<file path="config.mk">
export PLATFORM = sky130hd
export DESIGN_NAME = scram_frame_ctrl
export DESIGN_NICKNAME = d
export VERILOG_FILES = /design/src/rtl/scram_frame_ctrl.sv
export SDC_FILE = /design/constraint.sdc
export NUM_CORES = 1
export LEC_CHECK = 0
export ABC_CLOCK_PERIOD_IN_PS = 3300
export CAP_MARGIN = 5
export CORE_UTILIZATION = 25
export CTS_BUF_LIST = sky130_fd_sc_hd__clkbuf_2 sky130_fd_sc_hd__clkbuf_4 sky130_fd_sc_hd__clkbuf_8
export CTS_CLUSTER_DIAMETER = 80
export DETAILED_ROUTE_END_ITERATION = 8
export GPL_ROUTABILITY_DRIVEN = 1
export PLACE_DENSITY = 0.62
export SETUP_SLACK_MARGIN = 0.05
export SLEW_MARGIN = 20
export SYNTH_ARGS = -nofsm -noshare
export SYNTH_HDL_FRONTEND = slang
export SYNTH_SLANG_ARGS = --single-unit
export TNS_END_PERCENT = 5
</file>
<file path="constraint.sdc">
create_clock -name Ck -period 3.3 [get_ports Ck]
set_input_delay 0.33 -clock Ck [delete_from_list [all_inputs] [get_ports Ck]]
set_output_delay 0.33 -clock Ck [all_outputs]
set_load 0.005 [all_outputs]
</file>
<file path="src/rtl/scram_frame_ctrl.sv">
// Frame sequencer in front of a parallel scrambler: header words bypass,
// payload words go through Scram. Scram must update Dat_o only on Scr_En.
module scram_frame_ctrl #(
  parameter int DW        = 62,
  parameter int HDR_WORDS = 1,
  parameter int MAX_WORDS = 1024,
  parameter int CW        = 16
) (
  input  logic          Ck,
  input  logic          Rs,
  input  logic          CE,
  input  logic          In_Vld,
  output logic          In_Rdy,
  input  logic [DW-1:0] In_Dat,
  input  logic          In_Sof,
  input  logic          In_Eof,
  output logic          Scr_En,
  output logic [DW-1:0] Scr_Dat,
  input  logic [DW-1:0] Scr_Q,
  output logic          Out_Vld,
  input  logic          Out_Rdy,
  output logic [DW-1:0] Out_Dat,
  output logic          Out_Sof,
  output logic          Out_Eof,
  output logic          Out_Scr,
  output logic [CW-1:0] Frm_Cnt,
  output logic          Err_Len,
  output logic          Err_Frm,
  input  logic          Err_Clr
);

  localparam int NW = $clog2(MAX_WORDS + 1);
  localparam logic [NW-1:0] MAX_C = NW'(MAX_WORDS);
  localparam logic [NW-1:0] HDR_C = NW'(HDR_WORDS);
  localparam logic HAS_HDR = (HDR_WORDS > 0);

  localparam logic [1:0] IDLE = 2'd0;
  localparam logic [1:0] HDR  = 2'd1;
  localparam logic [1:0] PAY  = 2'd2;
  localparam logic [1:0] DROP = 2'd3;

  logic [1:0]    state;
  logic [1:0]    state_n;
  logic [NW-1:0] cnt;
  logic [NW-1:0] cnt_n;
  logic [DW-1:0] byp;
  logic          accept;
  logic          in_frame;
  logic          start;
  logic          emit;
  logic          is_hdr;
  logic          len_hit;
  logic          frm_err;

  assign In_Rdy   = CE & (~Out_Vld | Out_Rdy);
  assign accept   = In_Vld & In_Rdy;
  assign in_frame = (state == HDR) | (state == PAY);

  // SOF opens a new frame from any state except DROP
  assign start   = In_Sof & (state != DROP);
  assign emit    = accept & (start | in_frame);
  assign cnt_n   = start ? NW'(1) : cnt + 1'b1;
  assign is_hdr  = start ? HAS_HDR : (state == HDR);
  assign len_hit = emit & (cnt_n == MAX_C) & ~In_Eof;
  assign frm_err = accept &
                   (((state == IDLE) & ~In_Sof) |
                    (in_frame & In_Sof));

  assign Scr_En  = emit & ~is_hdr;
  assign Scr_Dat = In_Dat;
  assign Out_Dat = Out_Scr ? Scr_Q : byp;

  always_comb begin
    state_n = state;
    if (emit) begin
      if (In_Eof)
        state_n = IDLE;
      else if (len_hit)
        state_n = DROP;
      else if (is_hdr && (cnt_n < HDR_C))
        state_n = HDR;
      else
        state_n = PAY;
    end else if (accept && (state == DROP) && In_Eof) begin
      state_n = IDLE;
    end
  end

  always_ff @(posedge Ck or posedge Rs) begin
    if (Rs) begin
      state   <= IDLE;
      cnt     <= '0;
      byp     <= '0;
      Out_Vld <= 1'b0;
      Out_Sof <= 1'b0;
      Out_Eof <= 1'b0;
      Out_Scr <= 1'b0;
      Frm_Cnt <= '0;
      Err_Len <= 1'b0;
      Err_Frm <= 1'b0;
    end else if (CE) begin
      state <= state_n;
      if (emit) begin
        cnt     <= cnt_n;
        Out_Vld <= 1'b1;
        Out_Sof <= start;
        Out_Eof <= In_Eof | len_hit;
        Out_Scr <= ~is_hdr;
      end else if (Out_Rdy) begin
        Out_Vld <= 1'b0;
      end
      if (emit && is_hdr)
        byp <= In_Dat;
      if (Out_Vld && Out_Rdy && Out_Eof)
        Frm_Cnt <= Frm_Cnt + 1'b1;
      // a new error outranks a clear in the same cycle
      if (len_hit)
        Err_Len <= 1'b1;
      else if (Err_Clr)
        Err_Len <= 1'b0;
      if (frm_err)
        Err_Frm <= 1'b1;
      else if (Err_Clr)
        Err_Frm <= 1'b0;
    end
  end

endmodule
</file>
==> impl_results.rst <==
.. list-table::
   :header-rows: 1

   * - Metric
     - Value
   * - Final critical delay including setup and external delays
     - about 2.7 ns
   * - Antenna violation net count after detailed routing
     - 0
   * - Fraction of the yosys area taken by sequential cells
     - 0.457
   * - Total global routing track utilization
     - 0.134
   * - Number of enable-type register cells in the synthesized netlist
     - 0
   * - Quantity of I/O buffers inserted on ports
     - 279
   * - Cell count after synthesis
     - 444
   * - Proportion of register bits with asynchronous set or reset after synthesis
     - 1.00
   * - Number of vias per cell
     - ~4.3
   * - Leading cell types by total area after synthesis
     - dfrtp_1 (46%), mux2_2 (14%), mux2_1 (13%), buf_4 (8.8%), xnor2_1 (2.5%)
   * - Number of clock sinks
     - 97
   * - Req. time, crit path
     - 2.97 ns
   * - Max Cap Violations
     - 0
   * - Worst Slack Setup Final
     - approximately 0.6 ns
   * - Launching element type of the critical path
     - register
   * - Total clock buffers created by CTS
     - 9
   * - Std-Cell Rows
     - 52
   * - Yosys warnings
     - 0
   * - Number of buffers inserted to repair setup after CTS
     - 0
   * - Per-instance average area after synthesis
     - around 12 um2
   * - Vias in the first global route
     - 4279
   * - Final hold violation count
     - 0
   * - Total core area
     - around 20000 um2
   * - Critical Path AT
     - 2.38 ns
   * - Slowest library cell on the worst path
     - clkdlybuf4s50_1
   * - Library cell with the highest instance count after synthesis
     - dfrtp_1
   * - Clock-pin transition on the worst setup and hold timing paths
     - 0.10 ns
   * - Cells traversed along the worst timing path
     - ha_1, and2b_1, o21ai_2, nor2_1, clkdlybuf4s50_1
   * - Fraction of layout instances using a drive strength above 1
     - 0.143
   * - Synthesized flop and latch total
     - 97
   * - Hold buffer count at cts
     - 0
   * - Synth Flop Type
     - dfrtp_1
   * - Kind of cell adding the most delay to the critical path
     - simple AND/OR/NAND/NOR gates
   * - Final net count
     - 795
   * - Largest net degree at the start of global routing
     - 52
   * - Mapped cell area
     - 5320 um2
   * - Kind of capture point of the worst setup path
     - primary output
   * - Worst hold path class
     - in -> async
   * - Max rail drop VDD
     - 276 uV
   * - Cell accounting for the most synthesized area
     - dfrtp_1
   * - Start-to-end type of the worst setup path
     - reg -> out
   * - Dpl hpwl
     - 11200 um
   * - Unrepaired setup endpoints after global routing
     - no
   * - Synthesized netlist net count
     - between 500 and 600
   * - Pin slew with the least headroom to its limit
     - 0.667 ns
   * - Number of buffer and inverter stages on the critical path
     - 1
   * - DRC errors left
     - 0
   * - Die footprint
     - 21800 um2
   * - CTS Buffer Depth
     - 2
   * - Final Cycle Share
     - 0.821
   * - Final setup skew
     - 0.0167 ns
   * - Worst setup slack after placement
     - 0.694 ns
   * - Total congestion overflow
     - 0
   * - Overall via count from detail_route
     - 4003
   * - Post-detailed-routing wire length
     - 14500 um
   * - Peak per-stage delay on the critical path
     - between 0.5 and 0.6 ns
   * - Share of Yosys cell area claimed by the top area cell type
     - 0.457
   * - Max Fclk
     - approximately 0.37 GHz
   * - Layout overhead on the synthesized area
     - 53.1%
   * - First-pass GRT wire length
     - 22900 um
   * - Average detailed-routed wire length per instance
     - around 16 um
   * - Max Transition Viols Final
     - 0
   * - Slew headroom
     - 0.555
   * - Crit Path Max Fanout
     - 12
   * - Power density over cell area
     - 621 nW/um2
   * - Resize count post-CTS
     - 0
   * - Leakage
     - 3.28 nW
   * - I/O pin count
     - between 200 and 300
   * - Sum of negative setup slack
     - 0 ns
   * - Initial detailed-routing violation count
     - 147
   * - Final antenna diode count
     - 0
   * - Placer congestion estimate
     - 0.821
   * - Clock Root Buffer
     - clkbuf_8
   * - DIE HEIGHT
     - between 100 and 150 um
   * - Clock tree from TritonCTS
     - yes
   * - Die boundary width
     - 148 um
   * - Antenna violations before repair
     - 0
   * - 1st-pass router iterations
     - 4
   * - Status
     - finished, final reports clean
   * - Yosys cell types
     - 41
   * - Setup violations, final
     - 0
   * - Clock latency reported for the late side of the worst-skew pair
     - about 0.37 ns
   * - Most used standard cells in the synthesized netlist
     - dfrtp_1 (97), mux2_2 (66), buf_4 (62), mux2_1 (62), nand2_1 (23)
   * - Initial Utilization
     - 0.259
   * - Count of H-tree levels built during CTS
     - 3
[power breakdown]
group,switching (mW),leakage (nW),internal [mW]
clock,0.431,0.0996,0.384
sequential,0.252,1.20,1.64
combinational,0.796,1.98,1.55
total,1.48,3.28,3.57
[flip-flops by register name, indices dropped and copies added (netlist names)]
signal,cells
byp,62
Frm_Cnt,16
cnt,11
state,2
Err_Frm,1
Err_Len,1
Out_Eof,1
Out_Scr,1
Out_Sof,1
Out_Vld,1
[per-layer routing]
metal	GRT usage	vias up	share of wire
met3	0.0272	11	0.065
met4	0.0459	0	0.012
li1	-	1926	-
met2	0.237	163	0.50
met1	0.162	1903	0.43
met5	0	-	0
[layout make-up]
class | instances | area [um2]
fillers | 1994 | 12400
repair buffers | 285 | 2850
flip-flops and latches | 97 | 2430
multi-input cells | 261 | 2290
well taps | 270 | 338
clock buffers | 11 | 145
clock inverters | 5 | 62.6
inverters | 5 | 21.3
[cell families after synthesis]
| group | synth area share |
|---|---|
| muxes | 0.271 |
| DFF | 0.457 |
| buffers and inverters | 0.114 |
| and+or+nand+nor | 0.0774 |
| AOI/OAI and AO/OA | 0.0351 |
| xor gates and xnor gates | 0.0363 |
| adders and majority gates | 0.00942 |
[per-stage QoR]
stage / instance area (um2) / util / hold WS, ns / total power [mW] / instances
floorplan: 5320 / - / 0.427 / 3.02 / 444
global placement: 7930 / 0.386 / 0.463 / 4.24 / 918
detailed placement: 7930 / 0.386 / 0.457 / 4.29 / 918
CTS: 8140 / 0.396 / 0.413 / 5.14 / 934
global route: 8140 / 0.396 / 0.444 / 5.41 / 934
finish: 8140 / 0.396 / 0.396 / 5.05 / 934
[worst paths after layout]
path / endpoint / cells past startpoint / start / slack (ns)
min in group Ck: Frm_Cnt[15] / 1 / Frm_Cnt[15] / 0.48
setup / recovery: Scr_En / 5 / state[0] / 0.59
setup reg to reg: byp[34] / 6 / state[0] / 0.86
hold / removal: Frm_Cnt[10] / 2 / Rs / 0.40
max in group asynchronous: byp[45] / 3 / Rs / 2.19
hold reg to reg: Frm_Cnt[15] / 1 / Frm_Cnt[15] / 0.48
[cell usage in the layout (no fill, tap or decap), drive strengths merged, types with 2 or more instances in the layout]
cell and instances:
xor2 7, a21o 2, xnor2 15, o21ai 12
nor2b 2, dfrtp 97, nand3 7, clkbuf 11
and4 3, buf 6, nand2b 4, mux2 128
nand2 23, nor2 14, a21oi 3, and3 5
nand4 12, clkdlybuf4s50 279, and2 2, ha 4
o41ai 3, inv 6, clkinvlp 2, o31ai 2
nor3 4
(Power assumes the default switching activity.)
